<file path="src/rtl/morse_pkg.sv">
// Shared definitions for the Morse character player: FSM state encoding,
// character code range, symbol count limit and timing unit multiples.
package morse_pkg;

  localparam int unsigned CODE_W = 6;
  localparam int unsigned PAT_W  = 6;
  localparam int unsigned LEN_W  = 3;

  localparam int unsigned CODE_MIN = 1;
  localparam int unsigned CODE_MAX = 39;
  localparam int unsigned MAX_SYMS = 6;

  // Durations in Morse time units
  localparam int unsigned DOT_UNITS      = 1;
  localparam int unsigned DASH_UNITS     = 3;
  localparam int unsigned SYM_GAP_UNITS  = 1;
  localparam int unsigned CHAR_GAP_UNITS = 3;

  typedef enum logic [2:0] {
    ST_IDLE,
    ST_MARK,
    ST_SPACE,
    ST_CHARGAP,
    ST_DONE
  } state_e;

endpackage

</file>
<file path="src/rtl/morse_rom.sv">
// Combinational Morse lookup.
//   char_code_i : 1-26 A-Z, 27-36 digits 0-9, 37 '.', 38 ',', 39 '?'
//   pattern_o   : symbols left-aligned, first symbol in the MSB, 1 = dash
//   len_o       : number of symbols (0 for invalid codes)
//   valid_o     : char_code_i is in the supported range
module morse_rom
  import morse_pkg::*;
(
  input  logic [CODE_W-1:0] char_code_i,
  output logic [PAT_W-1:0]  pattern_o,
  output logic [LEN_W-1:0]  len_o,
  output logic              valid_o
);

  // Table entries are {length, pattern right-aligned}; aligned to the MSB below
  logic [LEN_W+PAT_W-1:0] ent;

  always_comb begin
    ent = '0;
    case (char_code_i)
      6'd1:  ent = {3'd2, 6'b000001};
      6'd2:  ent = {3'd4, 6'b001000};
      6'd3:  ent = {3'd4, 6'b001010};
      6'd4:  ent = {3'd3, 6'b000100};
      6'd5:  ent = {3'd1, 6'b000000};
      6'd6:  ent = {3'd4, 6'b000010};
      6'd7:  ent = {3'd3, 6'b000110};
      6'd8:  ent = {3'd4, 6'b000000};
      6'd9:  ent = {3'd2, 6'b000000};
      6'd10: ent = {3'd4, 6'b000111};
      6'd11: ent = {3'd3, 6'b000101};
      6'd12: ent = {3'd4, 6'b000100};
      6'd13: ent = {3'd2, 6'b000011};
      6'd14: ent = {3'd2, 6'b000010};
      6'd15: ent = {3'd3, 6'b000111};
      6'd16: ent = {3'd4, 6'b000110};
      6'd17: ent = {3'd4, 6'b001101};
      6'd18: ent = {3'd3, 6'b000010};
      6'd19: ent = {3'd3, 6'b000000};
      6'd20: ent = {3'd1, 6'b000001};
      6'd21: ent = {3'd3, 6'b000001};
      6'd22: ent = {3'd4, 6'b000001};
      6'd23: ent = {3'd3, 6'b000011};
      6'd24: ent = {3'd4, 6'b001001};
      6'd25: ent = {3'd4, 6'b001011};
      6'd26: ent = {3'd4, 6'b001100};
      6'd27: ent = {3'd5, 6'b011111};
      6'd28: ent = {3'd5, 6'b001111};
      6'd29: ent = {3'd5, 6'b000111};
      6'd30: ent = {3'd5, 6'b000011};
      6'd31: ent = {3'd5, 6'b000001};
      6'd32: ent = {3'd5, 6'b000000};
      6'd33: ent = {3'd5, 6'b010000};
      6'd34: ent = {3'd5, 6'b011000};
      6'd35: ent = {3'd5, 6'b011100};
      6'd36: ent = {3'd5, 6'b011110};
      6'd37: ent = {3'd6, 6'b010101};
      6'd38: ent = {3'd6, 6'b110011};
      6'd39: ent = {3'd6, 6'b001100};
      default: ent = '0;
    endcase
  end

  assign len_o     = ent[PAT_W +: LEN_W];
  assign pattern_o = ent[PAT_W-1:0] << (LEN_W'(MAX_SYMS) - ent[PAT_W +: LEN_W]);
  assign valid_o   = (char_code_i >= CODE_W'(CODE_MIN)) && (char_code_i <= CODE_W'(CODE_MAX));

endmodule

</file>
<file path="src/rtl/morse_player.sv">
// Plays one Morse character per accepted request on a single key output.
//   clk, rst   : clock, asynchronous active-high reset
//   char_code  : character select, sampled with start in IDLE only
//   start      : play request (level-sampled in IDLE)
//   key_out    : 1 = mark, 0 = space
//   busy       : high in every state except IDLE
//   done       : one-cycle pulse at the end of each accepted request
//   err        : with done, flags an invalid code (nothing played)
module morse_player
  import morse_pkg::*;
#(
  parameter int unsigned TICKS_PER_UNIT = 25000000
) (
  input  logic              clk,
  input  logic              rst,
  input  logic [CODE_W-1:0] char_code,
  input  logic              start,
  output logic              key_out,
  output logic              busy,
  output logic              done,
  output logic              err
);

  localparam int unsigned CNT_W = $clog2(3 * TICKS_PER_UNIT);

  // Last timer value of each timed state
  localparam logic [CNT_W-1:0] DOT_LAST     = CNT_W'(DOT_UNITS * TICKS_PER_UNIT - 1);
  localparam logic [CNT_W-1:0] DASH_LAST    = CNT_W'(DASH_UNITS * TICKS_PER_UNIT - 1);
  localparam logic [CNT_W-1:0] SPACE_LAST   = CNT_W'(SYM_GAP_UNITS * TICKS_PER_UNIT - 1);
  localparam logic [CNT_W-1:0] CHARGAP_LAST = CNT_W'(CHAR_GAP_UNITS * TICKS_PER_UNIT - 1);

  state_e             state_q, state_d;
  logic [CNT_W-1:0]   cnt_q, cnt_d;
  logic [LEN_W-1:0]   idx_q, idx_d;
  logic [LEN_W-1:0]   len_q, len_d;
  logic [PAT_W-1:0]   pat_q, pat_d;
  logic               key_q, busy_q, done_q, err_q;
  logic               err_d;

  logic [PAT_W-1:0]   rom_pat;
  logic [LEN_W-1:0]   rom_len;
  logic               rom_valid;
  logic               sym_dash_c;
  logic [CNT_W-1:0]   mark_last_c;

  morse_rom u_rom (
    .char_code_i (char_code),
    .pattern_o   (rom_pat),
    .len_o       (rom_len),
    .valid_o     (rom_valid)
  );

  // Current symbol: pattern is MSB-aligned, index 0 is the first symbol
  assign sym_dash_c  = pat_q[LEN_W'(PAT_W - 1) - idx_q];
  assign mark_last_c = sym_dash_c ? DASH_LAST : DOT_LAST;

  // Next-state, timer, index and output decode
  always_comb begin
    state_d = state_q;
    idx_d   = idx_q;
    len_d   = len_q;
    pat_d   = pat_q;
    err_d   = 1'b0;
    cnt_d   = '0;

    case (state_q)
      ST_IDLE: begin
        if (start) begin
          if (rom_valid) begin
            state_d = ST_MARK;
            pat_d   = rom_pat;
            len_d   = rom_len;
            idx_d   = '0;
          end else begin
            state_d = ST_DONE;
            err_d   = 1'b1;
          end
        end
      end
      ST_MARK: begin
        if (cnt_q == mark_last_c) begin
          if ((idx_q + LEN_W'(1)) < len_q) begin
            state_d = ST_SPACE;
            idx_d   = idx_q + LEN_W'(1);
          end else begin
            state_d = ST_CHARGAP;
          end
        end
      end
      ST_SPACE: begin
        if (cnt_q == SPACE_LAST) state_d = ST_MARK;
      end
      ST_CHARGAP: begin
        if (cnt_q == CHARGAP_LAST) state_d = ST_DONE;
      end
      ST_DONE: state_d = ST_IDLE;
      default: state_d = ST_IDLE;
    endcase

    // Timer restarts on every state entry and idles at zero
    if ((state_d != state_q) || (state_q == ST_IDLE)) begin
      cnt_d = '0;
    end else begin
      cnt_d = cnt_q + CNT_W'(1);
    end
  end

  // State, datapath and registered outputs
  always_ff @(posedge clk or posedge rst) begin
    if (rst) begin
      state_q <= ST_IDLE;
      cnt_q   <= '0;
      idx_q   <= '0;
      len_q   <= '0;
      pat_q   <= '0;
      key_q   <= 1'b0;
      busy_q  <= 1'b0;
      done_q  <= 1'b0;
      err_q   <= 1'b0;
    end else begin
      state_q <= state_d;
      cnt_q   <= cnt_d;
      idx_q   <= idx_d;
      len_q   <= len_d;
      pat_q   <= pat_d;
      key_q   <= (state_d == ST_MARK);
      busy_q  <= (state_d != ST_IDLE);
      done_q  <= (state_d == ST_DONE);
      err_q   <= err_d;
    end
  end

  assign key_out = key_q;
  assign busy    = busy_q;
  assign done    = done_q;
  assign err     = err_q;

endmodule

</file>
<file path="config.mk">
export PLATFORM = sky130hd
export DESIGN_NAME = morse_player
export DESIGN_NICKNAME = d
export VERILOG_FILES = /design/src/rtl/morse_pkg.sv /design/src/rtl/morse_rom.sv /design/src/rtl/morse_player.sv
export SDC_FILE = /design/constraint.sdc
export NUM_CORES = 1
export LEC_CHECK = 0
export CAP_MARGIN = 20
export CELL_PAD_IN_SITES_DETAIL_PLACEMENT = 2
export CELL_PAD_IN_SITES_GLOBAL_PLACEMENT = 2
export CORE_ASPECT_RATIO = 1.1
export CORE_MARGIN = 2
export CORE_UTILIZATION = 40
export CTS_BUF_LIST = sky130_fd_sc_hd__clkbuf_8
export CTS_CLUSTER_SIZE = 12
export DETAILED_ROUTE_END_ITERATION = 7
export PLACE_DENSITY = 0.82
export SETUP_SLACK_MARGIN = 0.1
export SLEW_MARGIN = 20
export SYNTH_ARGS = -nofsm -noshare
export SYNTH_HDL_FRONTEND = slang
export SYNTH_SLANG_ARGS = --single-unit
</file>
<file path="constraint.sdc">
create_clock -name clk -period 2.9 [get_ports clk]
set_input_delay 0.435 -clock clk [delete_from_list [all_inputs] [get_ports clk]]
set_output_delay 0.435 -clock clk [all_outputs]
set_load 0.02 [all_outputs]
</file>
==> flow_summary.html <==
<table>
<tr><th>Metric</th><th>Value</th></tr>
<tr><th colspan="2">GRT</th></tr>
<tr><td>Total overflow reported by the global router</td><td>0</td></tr>
<tr><td>Aggregate global-route resource usage</td><td>around a quarter</td></tr>
<tr><td>Via count of the first global-routing pass</td><td>between 3000 and 4000</td></tr>
<tr><td>Number of antenna violations at the first check in global routing</td><td>0</td></tr>
<tr><td>Pin count of the biggest net entering global routing</td><td>28</td></tr>
<tr><td>Wire length of the first global-routing pass</td><td>15.6 mm</td></tr>
<tr><th colspan="2">Final layout</th></tr>
<tr><td>Total of fill cells in the finished design</td><td>808</td></tr>
<tr><td>Count of nets after finishing</td><td>403</td></tr>
<tr><td>Diodes inserted</td><td>0</td></tr>
<tr><td>Area Overhead vs Synth</td><td>19.3%</td></tr>
<tr><td>Proportion of layout cells with a drive suffix above 1</td><td>16.8%</td></tr>
<tr><th colspan="2">STA</th></tr>
<tr><td>Maximum clock frequency</td><td>0.360 GHz</td></tr>
<tr><td>Final Worst Setup Slack</td><td>120 ps</td></tr>
<tr><td>Worst-case clock skew</td><td>8.53 ps</td></tr>
<tr><td>Setup repair after global routing missed its margin</td><td>yes</td></tr>
<tr><td>Setup violation total in the final timing report</td><td>0</td></tr>
<tr><td>Final Max Tran Viols</td><td>0</td></tr>
<tr><td>Transition time at the pin with the least slew margin</td><td>534 ps</td></tr>
<tr><td>Portion of the clock cycle consumed by the worst path in the final layout</td><td>between 90 and 100%</td></tr>
<tr><td>Tightest hold margin</td><td>392 ps</td></tr>
<tr><td>Hold Vio Cnt, Final</td><td>0</td></tr>
<tr><td>Fin crit period</td><td>2780 ps</td></tr>
<tr><td>Tightest slew margin relative to the limit</td><td>between 60 and 70%</td></tr>
<tr><th colspan="2">Clock network</th></tr>
<tr><td>Cts-stage hold buffer count</td><td>0</td></tr>
<tr><td>Root buffer selected by CTS</td><td>sky130_fd_sc_hd__clkbuf_8</td></tr>
<tr><td>Clock Path Buffers</td><td>2</td></tr>
<tr><td># H-tree levels</td><td>2</td></tr>
<tr><td>Clock insertion delay at the later pin of the skew report</td><td>310 ps</td></tr>
<tr><td>CTS tree</td><td>yes</td></tr>
<tr><td>Total CTS buffers</td><td>5</td></tr>
<tr><td>Number of clock sinks</td><td>46</td></tr>
<tr><td>Clock-pin slew of the registers on the worst-case setup and hold paths</td><td>roughly 90 ps</td></tr>
<tr><td>Number of setup buffers added after CTS</td><td>0</td></tr>
<tr><th colspan="2">Route</th></tr>
<tr><td>Via count normalized by instance count</td><td>5.69</td></tr>
<tr><td>Violation count after the first detailed-route iteration</td><td>139</td></tr>
<tr><td>Final antenna-violating net count</td><td>0</td></tr>
<tr><td>Routed wire per std cell</td><td>19.6 um</td></tr>
<tr><td>Pre-Repair DR Iteration Count</td><td>6</td></tr>
<tr><td>Detailed Route WL</td><td>9.52 mm</td></tr>
<tr><td>Residual DRC</td><td>0</td></tr>
<tr><td>Overall via count from detail_route</td><td>2772</td></tr>
<tr><th colspan="2">Die</th></tr>
<tr><td>CORE AREA</td><td>roughly 0.0075 mm^2</td></tr>
<tr><td>Die height</td><td>between 90 and 100 um</td></tr>
<tr><td>Effective utilization at floorplan</td><td>41.2%</td></tr>
<tr><td>DIE AREA</td><td>0.00842 mm^2</td></tr>
<tr><td>Floorplan row count</td><td>33</td></tr>
<tr><td>I/O Pins</td><td>13</td></tr>
<tr><td>Horizontal die dimension</td><td>87.7 um</td></tr>
<tr><th colspan="2">Yosys</th></tr>
<tr><td>Post-synthesis async set-or-reset flop share</td><td>100%</td></tr>
<tr><td>Post-synth top flop</td><td>sky130_fd_sc_hd__dfrtp_1</td></tr>
<tr><td>Main area contributors after synthesis</td><td>sky130_fd_sc_hd__dfrtp_1 (37%), sky130_fd_sc_hd__ha_1 (5.3%), sky130_fd_sc_hd__nor2_1 (5.2%), sky130_fd_sc_hd__xnor2_1 (5.1%), sky130_fd_sc_hd__nand2_1 (3.8%)</td></tr>
<tr><td>Count of yosys warnings during synthesis</td><td>0</td></tr>
<tr><td>Leading post-synthesis cells by instance count</td><td>sky130_fd_sc_hd__dfrtp_1 (46), sky130_fd_sc_hd__nor2_1 (43), sky130_fd_sc_hd__nand2_1 (31), sky130_fd_sc_hd__xnor2_1 (18)</td></tr>
<tr><td>Number of synthesized register bits</td><td>46</td></tr>
<tr><td>Sequential area share after synthesis</td><td>37.4%</td></tr>
<tr><td>Post-synth cell types</td><td>61</td></tr>
<tr><td>Count of flip-flops with a built-in enable after synthesis</td><td>0</td></tr>
<tr><td>Mapped Nets</td><td>368</td></tr>
<tr><td>Number of cells produced by synthesis</td><td>346</td></tr>
<tr><td>Portion of synthesized cell area occupied by the leading cell type</td><td>37.4%</td></tr>
<tr><td>Most repeated cell in the gate-level netlist after synthesis</td><td>sky130_fd_sc_hd__dfrtp_1</td></tr>
<tr><td>Post-synthesis cell area</td><td>0.00308 mm^2</td></tr>
<tr><td>Post-synthesis cell type with the largest combined area</td><td>sky130_fd_sc_hd__dfrtp_1</td></tr>
<tr><td>Mean post-synth cell area</td><td>just under 9 um^2</td></tr>
<tr><th colspan="2">Power</th></tr>
<tr><td>Power Density</td><td>583 mW/mm^2</td></tr>
<tr><td>Peak supply drop</td><td>~0.22 mV</td></tr>
<tr><td>Leakage power figure</td><td>0.00158 uW</td></tr>
<tr><th colspan="2">Job</th></tr>
<tr><td>Max_cap viols</td><td>0</td></tr>
<tr><th colspan="2">Setup path</th></tr>
<tr><td>Crit path arrival time</td><td>2960 ps</td></tr>
<tr><td>WS Path Type</td><td>in2reg</td></tr>
<tr><td>Setup crit end kind</td><td>flop</td></tr>
<tr><td>Worst path required time</td><td>3080 ps</td></tr>
<tr><td>Critical path startpoint category</td><td>input pin</td></tr>
<tr><td>Top fanout value on the critical path</td><td>8</td></tr>
<tr><th colspan="2">Place</th></tr>
<tr><td>Final RePlAce weighted congestion</td><td>0.819</td></tr>
<tr><td>Worst setup slack before clock tree synthesis</td><td>-167 ps</td></tr>
<tr><td>Number of port buffers</td><td>12</td></tr>
<tr><td>Sum of net half-perimeters after detailed placement</td><td>6.82 mm</td></tr>
<tr><th colspan="2">Hold path</th></tr>
<tr><td>Worst hold-check path type</td><td>in2async</td></tr>
<tr><th colspan="2">Status</th></tr>
<tr><td>Outcome</td><td>finished clean</td></tr>
</table>
metrics by stage:
stage                     instances  power, uW  TNS [ps]  utilization, %  cell area (um^2)
after floorplan                 346       1370         0               -              3090
after global placement          479       1570         0            47.1              3520
after detailed placement        479       1620      -452            47.1              3520
after CTS                       487       2140         0            48.7              3640
after global routing            487       2280     -43.0            49.2              3670
final                           487       2140         0            49.2              3670
power by group:
part           leakage (uW)  total [uW]  switching [uW]  internal [uW]
logic              0.000915         779             438            341
clock network     0.0000556         487             233            254
registers          0.000607         876             113            763
cell families (layout without fill, tap and decap cells):
| group | Yosys count | count (layout) | share of synthesized area [%] |
|---|---|---|---|
| and+or+nand+nor | 149 | 149 | 24.8 |
| AOI/OAI and AO/OA | 66 | 66 | 15.5 |
| xor gates and xnor gates | 28 | 28 | 7.96 |
| buffers and inverters | 31 | 67 | 4.35 |
| adders and majority gates | 13 | 13 | 5.28 |
| muxes | 13 | 13 | 4.67 |
| DFF | 46 | 46 | 37.4 |
layout by cell type, fill, tap and decap left out, types with 8 or more instances in the layout:
cell and count:
sky130_fd_sc_hd__ha_1 11, sky130_fd_sc_hd__buf_4 34, sky130_fd_sc_hd__mux2i_1 11, sky130_fd_sc_hd__o21ai_0 12
sky130_fd_sc_hd__dfrtp_1 46, sky130_fd_sc_hd__nor2_1 43, sky130_fd_sc_hd__nand2_1 31, sky130_fd_sc_hd__inv_1 12
sky130_fd_sc_hd__clkdlybuf4s50_1 12, sky130_fd_sc_hd__nor3_1 9, sky130_fd_sc_hd__nand3_1 14, sky130_fd_sc_hd__xnor2_1 18
sky130_fd_sc_hd__xor2_1 10, sky130_fd_sc_hd__nor2b_1 8
final timing paths:
kind	from	to	slack, ps	cells after the start
worst min-delay path	rst	cnt_q[10]	390	2
max in group asynchronous	rst	pat_q[0]	1920	3
worst min register to register	cnt_q[0]	cnt_q[0]	490	1
min in group clk	cnt_q[0]	cnt_q[0]	490	1
worst max register to register	cnt_q[9]	key_out	270	6
worst max-delay path	char_code[1]	pat_q[4]	120	12
layout make-up:
| type | count | area [um^2] | share of cell area, % |
|---|---|---|---|
| multi-input cells | 269 | 1840 | 50.1 |
| clock buffers | 5 | 68.8 | 1.87 |
| flip-flops and latches | 46 | 1150 | 31.3 |
| inverters | 12 | 45.0 | 1.23 |
| repair buffers | 47 | 395 | 10.8 |
| clock inverters | 3 | 41.3 | 1.12 |
| well taps | 105 | 131 | 3.58 |
sequential cells by signal, summed over array words and instances (netlist names), 3 cells and up:
| register | flops |
|---|---|
| cnt_q | 27 |
| pat_q | 6 |
| idx_q | 3 |
| len_q | 3 |
| state_q | 3 |
worst max-delay path: stages:
cell,delay (ps)
sky130_fd_sc_hd__clkdlybuf4s50_1,540
sky130_fd_sc_hd__buf_4,180
sky130_fd_sc_hd__nor2b_1,260
sky130_fd_sc_hd__a21oi_1,90
sky130_fd_sc_hd__o21ai_0,350
sky130_fd_sc_hd__a21oi_2,120
sky130_fd_sc_hd__nor2_1,210
sky130_fd_sc_hd__ha_4,170
sky130_fd_sc_hd__xnor2_1,70
sky130_fd_sc_hd__buf_4,170
sky130_fd_sc_hd__a311oi_1,240
sky130_fd_sc_hd__a21oi_1,120
metal layers:
metal,routed length [um],part of all wire (%),global-route usage [%]
met1,4190,44,29.5
met2,5010,53,43.1
met3,146,1.5,2.49
met4,184,1.9,7.18
met5,0,0,0
repair_timing:
action	in CTS	in global routing
pin swaps	0	0
resized for setup	2	7
setup endpoints to repair	2	6
hold endpoints to repair	0	0
Note: power is estimated with default switching activity, not from simulation.
